[src/rtl/fpadd_issue_pkg.sv]
// fpadd_issue_pkg: shared FSM encoding and constants for the FP adder issue slice.
package fpadd_issue_pkg;
  typedef enum logic [1:0] {IDLE = 2'd0, ISSUE = 2'd1, WAIT = 2'd2, HOLD = 2'd3} state_t;
  localparam logic [31:0] QNAN = 32'h7FC00000;
  localparam int DEF_DEPTH = 4;
  localparam int DEF_TIMEOUT = 64;
endpackage

[src/rtl/fp_pair_fifo.sv]
// fp_pair_fifo: operand-pair FIFO with extra-bit pointers so level reaches DEPTH.
module fp_pair_fifo
  import fpadd_issue_pkg::*;
#(
  parameter int DEPTH = DEF_DEPTH,
  parameter int W = 64,
  localparam int AW = $clog2(DEPTH)
) (
  input  logic          clk,
  input  logic          rst_n,
  input  logic          push,
  input  logic [W-1:0]  din,
  input  logic          pop,
  output logic [W-1:0]  dout,
  output logic          full,
  output logic          empty,
  output logic [AW:0]   level
);
  localparam logic [AW:0] ONE = (AW+1)'(1);
  localparam logic [AW:0] FULL_LVL = (AW+1)'(DEPTH);
  logic [W-1:0] mem [DEPTH];
  logic [AW:0] wptr_q, wptr_d, rptr_q, rptr_d;
  always_comb begin
    level = wptr_q - rptr_q;
    full = level == FULL_LVL;
    empty = level == '0;
    wptr_d = (push && !full) ? wptr_q + ONE : wptr_q;
    rptr_d = (pop && !empty) ? rptr_q + ONE : rptr_q;
    dout = mem[rptr_q[AW-1:0]];
  end
  always_ff @(posedge clk or negedge rst_n) begin
    if (!rst_n) begin
      wptr_q <= '0;
      rptr_q <= '0;
    end else begin
      wptr_q <= wptr_d;
      rptr_q <= rptr_d;
    end
  end
  always_ff @(posedge clk) begin
    if (push && !full) mem[wptr_q[AW-1:0]] <= din;
  end
endmodule

[src/rtl/fpadd_issue.sv]
// fpadd_issue: queues operand pairs and issues them one at a time to a multi-cycle FP adder,
// substituting a quiet NaN with out_err when the adder fails to answer within TIMEOUT cycles.
module fpadd_issue
  import fpadd_issue_pkg::*;
#(
  parameter int DEPTH = DEF_DEPTH,
  parameter int TIMEOUT = DEF_TIMEOUT,
  localparam int LW = $clog2(DEPTH) + 1,
  localparam int CW = $clog2(TIMEOUT + 1)
) (
  input  logic          clk,
  input  logic          rst_n,
  input  logic          in_valid,
  output logic          in_ready,
  input  logic [31:0]   in_a,
  input  logic [31:0]   in_b,
  output logic          add_start,
  output logic [31:0]   add_a,
  output logic [31:0]   add_b,
  input  logic          add_done,
  input  logic [31:0]   add_sum,
  output logic          out_valid,
  input  logic          out_ready,
  output logic [31:0]   out_sum,
  output logic          out_err,
  output logic [LW-1:0] level
);
  localparam logic [CW-1:0] CNT_ONE = CW'(1);
  localparam logic [CW-1:0] TMO_LAST = CW'(TIMEOUT - 1);
  state_t state_q, state_d;
  logic [CW-1:0] cnt_q, cnt_d;
  logic [31:0] add_a_q, add_a_d, add_b_q, add_b_d, out_sum_q, out_sum_d;
  logic add_start_q, add_start_d, out_valid_q, out_valid_d, out_err_q, out_err_d;
  logic [63:0] head;
  logic full, empty, pop, go, tmo, release_hold;
  fp_pair_fifo #(.DEPTH(DEPTH), .W(64)) u_fifo (
    .clk(clk), .rst_n(rst_n), .push(in_valid && !full), .din({in_a, in_b}),
    .pop(pop), .dout(head), .full(full), .empty(empty), .level(level)
  );
  // done is honoured in ISSUE as well as WAIT so single-cycle adder answers are not lost
  always_comb begin
    go = state_q == IDLE && !empty;
    tmo = state_q == WAIT && cnt_q == TMO_LAST;
    pop = (state_q == ISSUE || state_q == WAIT) && (add_done || tmo);
    release_hold = state_q == HOLD && out_ready;
    state_d = go ? ISSUE : pop ? HOLD : state_q == ISSUE ? WAIT : release_hold ? IDLE : state_q;
    cnt_d = state_q == WAIT ? cnt_q + CNT_ONE : '0;
    add_start_d = go;
    add_a_d = go ? head[63:32] : add_a_q;
    add_b_d = go ? head[31:0] : add_b_q;
    out_valid_d = pop ? 1'b1 : release_hold ? 1'b0 : out_valid_q;
    out_sum_d = pop ? (add_done ? add_sum : QNAN) : out_sum_q;
    out_err_d = pop ? !add_done : out_err_q;
  end
  always_ff @(posedge clk or negedge rst_n) begin
    if (!rst_n) begin
      state_q <= IDLE;
      cnt_q <= '0;
      add_start_q <= 1'b0;
      add_a_q <= '0;
      add_b_q <= '0;
      out_valid_q <= 1'b0;
      out_sum_q <= '0;
      out_err_q <= 1'b0;
    end else begin
      state_q <= state_d;
      cnt_q <= cnt_d;
      add_start_q <= add_start_d;
      add_a_q <= add_a_d;
      add_b_q <= add_b_d;
      out_valid_q <= out_valid_d;
      out_sum_q <= out_sum_d;
      out_err_q <= out_err_d;
    end
  end
  assign in_ready = !full;
  assign add_start = add_start_q;
  assign add_a = add_a_q;
  assign add_b = add_b_q;
  assign out_valid = out_valid_q;
  assign out_sum = out_sum_q;
  assign out_err = out_err_q;
endmodule

[config.mk]
export PLATFORM = sky130hd
export DESIGN_NAME = fpadd_issue
export DESIGN_NICKNAME = d
export VERILOG_FILES = /design/src/rtl/fpadd_issue_pkg.sv /design/src/rtl/fp_pair_fifo.sv /design/src/rtl/fpadd_issue.sv
export SDC_FILE = /design/constraint.sdc
export NUM_CORES = 1
export LEC_CHECK = 0
export CAP_MARGIN = 20
export CORE_UTILIZATION = 38
export DETAILED_ROUTE_END_ITERATION = 7
export GPL_TIMING_DRIVEN = 0
export PLACE_DENSITY_LB_ADDON = 0.12
export SLEW_MARGIN = 20
export SYNTH_ARGS = -nofsm -noshare
export SYNTH_HDL_FRONTEND = slang
export SYNTH_SLANG_ARGS = --single-unit
export TNS_END_PERCENT = 1
[constraint.sdc]
create_clock -name clk -period 4.9 [get_ports clk]
set_clock_uncertainty 0.1 [all_clocks]
set_input_delay 0.735 -clock clk [delete_from_list [all_inputs] [get_ports clk]]
set_output_delay 0.735 -clock clk [all_outputs]
set_load 0.1 [all_outputs]
==> flow_results.org <==
** Clocking
- Clk sinks :: 370
- After clock tree synthesis, the clock-pin slew on the worst setup and hold paths is ~60 ps.
- The clock passes through at most 3 buffers.
- Number of buffers inserted during clock tree synthesis :: slightly above 40
- CTS tree :: built
- CTS H-Tree Depth :: 2
- Post-CTS setup buffer count :: 0
- Root Driver :: sky130_fd_sc_hd__clkbuf_16
- The clock reaches the later pin of the worst-skew pair after 520 ps.

** Yosys
- Register bit count reported by yosys :: between 300 and 400
- A synthesized cell averages ~21 µm².
- Sequential-to-total area share from yosys stat :: roughly three quarters
- Share of flip-flops with an asynchronous set or reset after synthesis :: between 30 and 40%
- Sorting the synthesized cells by area gives the leading types as sky130_fd_sc_hd__edfxtp_1 56%, sky130_fd_sc_hd__dfrtp_1 21%, sky130_fd_sc_hd__mux4_2 10%, sky130_fd_sc_hd__mux2_2 3.2%, sky130_fd_sc_hd__mux2_4 2.9%.
- The synthesized design devotes to its leading area cell type a little under three fifths of total area.
- Synthesis produced between 600 and 700 cells.
- Of all cell types, the one taking the most synthesized area is sky130_fd_sc_hd__edfxtp_1.
- sky130_fd_sc_hd__edfxtp_1 is the most common cell in the netlist.
- Yosys mapped a number of flops with a built-in enable equal to between 200 and 300.
- After synthesis, the most frequently instantiated cells are 256 x sky130_fd_sc_hd__edfxtp_1, 114 x sky130_fd_sc_hd__dfrtp_1, 64 x sky130_fd_sc_hd__mux4_2.
- Summing every instance area after synthesis gives approximately 14000 µm².
- The number of nets handed over by synthesis was 764.
- Number of distinct library cells after synthesis :: 34
- In the synthesized netlist the dominant register cell turns out to be sky130_fd_sc_hd__edfxtp_1.
- For this run, the number of Yosys warnings is 0.

** Critical path
- The largest single stage delay on the critical path is 1200 ps.
- Data arrives at the worst endpoint at approximately 3300 ps.
- Category of the most critical setup path :: reg -> out
- The critical path goes through inv_1 > ha_1 > fa_1 > and2_1 > nand2_1 > clkdlybuf4s50_1.
- Number of buffers and inverters on the critical path :: 2
- Maximum fanout encountered on the critical timing path :: 6
- Setup slack on the worst reg-to-reg path comes out at between 1500 and 2000 ps.
- CP Launch Type :: register
- Critical Path End Type :: output pin
- Critical-path top delay cell :: sky130_fd_sc_hd__clkdlybuf4s50_1
- Endpoint required time on the critical path :: approximately 4100 ps
- On the critical path the largest part of the delay comes from buffers and inverters.

** Routing
- In this run the remaining antenna-violating nets after routing total 0.
- After detailed routing, the total wire length is approximately 30000 µm.
- Routed vias/inst :: 5.02
- For this run, design rule violations remaining after detail routing come to 29.
- Average wire per cell in the routed design :: between 20 and 25 µm
- DR iter-0 viols :: 348
- For this run, the detailed router's first-pass iteration total came to 6.
- The final route contains approximately 7000 vias.

** Run
- Across the run, the number of max-cap violations was 0.

** Cells and area
- Once layout is complete, the utilization of the core stands at 50.1%.
- Multi-input logic area :: slightly above 3000 µm²
- The area growth from synthesis to layout is 29.5%.
- Area of all sequential standard cells :: about 11000 µm²
- Fill cells in the final layout number ~2900.
- In the final design database the tool counted a little over 1000 nets.
- Diode count :: 0
- Design Area, Final :: roughly 18000 µm²
- For this run, the number of standard cells in the final layout without fillers is roughly 1400.
- Fraction of layout cells with a size suffix above 1 :: 22.6%

** Floorplan
- Placeable Area :: 35700 µm²
- After floorplanning, the core was divided into 69 placement rows.
- Overall die area :: 37200 µm²
- Initial core utilization :: around two fifths
- For this design the top-level I/O count stands at 204.
- From left edge to right edge, the die measures 193 µm.
- From bottom edge to top edge, the die measures slightly below 200 µm.

** Timing
- RSZ-0062 raised after global routing :: false
- Period minus WS final :: 4170 ps
- After layout, the worst path uses between 80% and 90% of the clock period.
- Finish-stage setup viols :: 0
- The tightest hold path in the finished design has a slack of roughly 370 ps.
- For this run, the top clock speed supported by timing is about 240 MHz.
- Number of endpoints with negative hold slack in the final report :: 0
- Pin slew with the least headroom to its limit :: about 1100 ps
- Headroom to the max-slew limit :: between 20% and 30%
- Final max-slew violation count :: 0

** Placed design
- Summing all placed instances gives a cell area of 16600 µm².
- Cell count after placement :: approximately 1300
- RD Place Congestion :: 0.786
- After legalization and detailed placement, the total HPWL measured roughly 18000 µm.
- Buffers added on ports :: between 200 and 250

** GRT
- Pin count of the biggest net entering global routing :: 77
- The first global-routing pass estimated 44600 µm of wire.
- Combined global-route utilization of all metal layers :: around 16%
- Total congestion overflow after global routing :: 0
- Antenna violations before repair :: 3
- Via count of the first global-routing pass :: ~7700

** Hold path
- The tightest min-delay check is of the reg -> reg type.

** Run status
- Run status :: complete, but fails checks
- Failing checks :: DRC
## kinds of logic after synthesis
kind of cell | Yosys count | share of synthesized area, %
flip-flops | 370 | 76.2
multiplexers | 130 | 16.5
buffers and inverters | 46 | 1.60
AND/OR/NAND/NOR | 44 | 1.69
AO/OA/AOI/OAI | 40 | 2.22
adder cells (fa/ha/maj) | 12 | 1.14
XOR/XNOR | 9 | 0.678
## final cells by class
type / instances / share of cell area [%]
Inverter: 16 / 0.335
Buffer: 30 / 0.901
Tap cell: 461 / 3.22
Multi-Input combinational cell: 235 / 17.3
Sequential cell: 370 / 58.8
Clock buffer: 52 / 6.37
Clock inverter: 23 / 0.894
Timing Repair Buffer: 209 / 12.2
## worst reg2reg max path, delay by kind of cell, from the launching register on
| kind | cells | cell delay (ps) |
|---|---|---|
| simple gates | 3 | 980 |
| fa+ha+maj | 2 | 660 |
| buf+inv | 2 | 430 |
| flops | 1 | 420 |
## routing by layer
layer	part of all wire, %	wire, µm	track usage [%]
met4	1.8	523	4.42
met2	51	15100	27.8
met1	41	12200	19.9
met3	5.7	1680	3.98
met5	0.14	40	0
## worst paths after layout
check / from / endpoint / cells past startpoint
setup / recovery: u_fifo.wptr_q[0]$_DFFE_PN0P_ / in_ready / 6
hold / removal: out_sum[31]$_DFFE_PN0P_ / out_sum[31]$_DFFE_PN0P_ / 2
setup reg to reg: u_fifo.wptr_q[0]$_DFFE_PN0P_ / u_fifo.mem[3][44]$_DFFE_PP_ / 7
hold reg to reg: out_sum[31]$_DFFE_PN0P_ / out_sum[31]$_DFFE_PN0P_ / 2
max in group asynchronous: rst_n / add_a[4]$_DFFE_PN0P_ / 3
min in group asynchronous: rst_n / add_a[21]$_DFFE_PN0P_ / 2
## state kept, by name, indices dropped and copies added (netlist names)
register	flops
u_fifo.mem	256
add_a	32
add_b	32
out_sum	32
cnt_q	7
u_fifo.rptr_q	3
u_fifo.wptr_q	3
state_q	2
add_start	1
out_err	1
out_valid	1
## timing repair
| item | in CTS | in global routing |
|---|---|---|
| hold buffers | 1 | 0 |
| endpoints found under the hold margin | 3 | 0 |
| resized for setup | 0 | 0 |
## layout by cell type (no fill, tap or decap), drive strengths merged, types with 3 or more instances in the layout
master and count:
clkinv 20, nor2 9, edfxtp 256, and3 5, xnor2 7, nand3 4
inv 17, a21oi 3, and2 7, clkdlybuf4s50 202, mux2 66, mux4 64
dfrtp 114, nand2 12, ha 11, a22o 22, a31oi 9, clkbuf 68
buf 20
## per-stage QoR
step	setup slack (ps)	setup TNS, ps
floorplan	108	0
global placement	-2190	-290670
detailed placement	1270	0
CTS	708	0
global route	600	0
finish	734	0
Power is left out: the tool's default activity adds up to more than one toggle a clock period on the data nets, which glitch-free logic cannot reach.
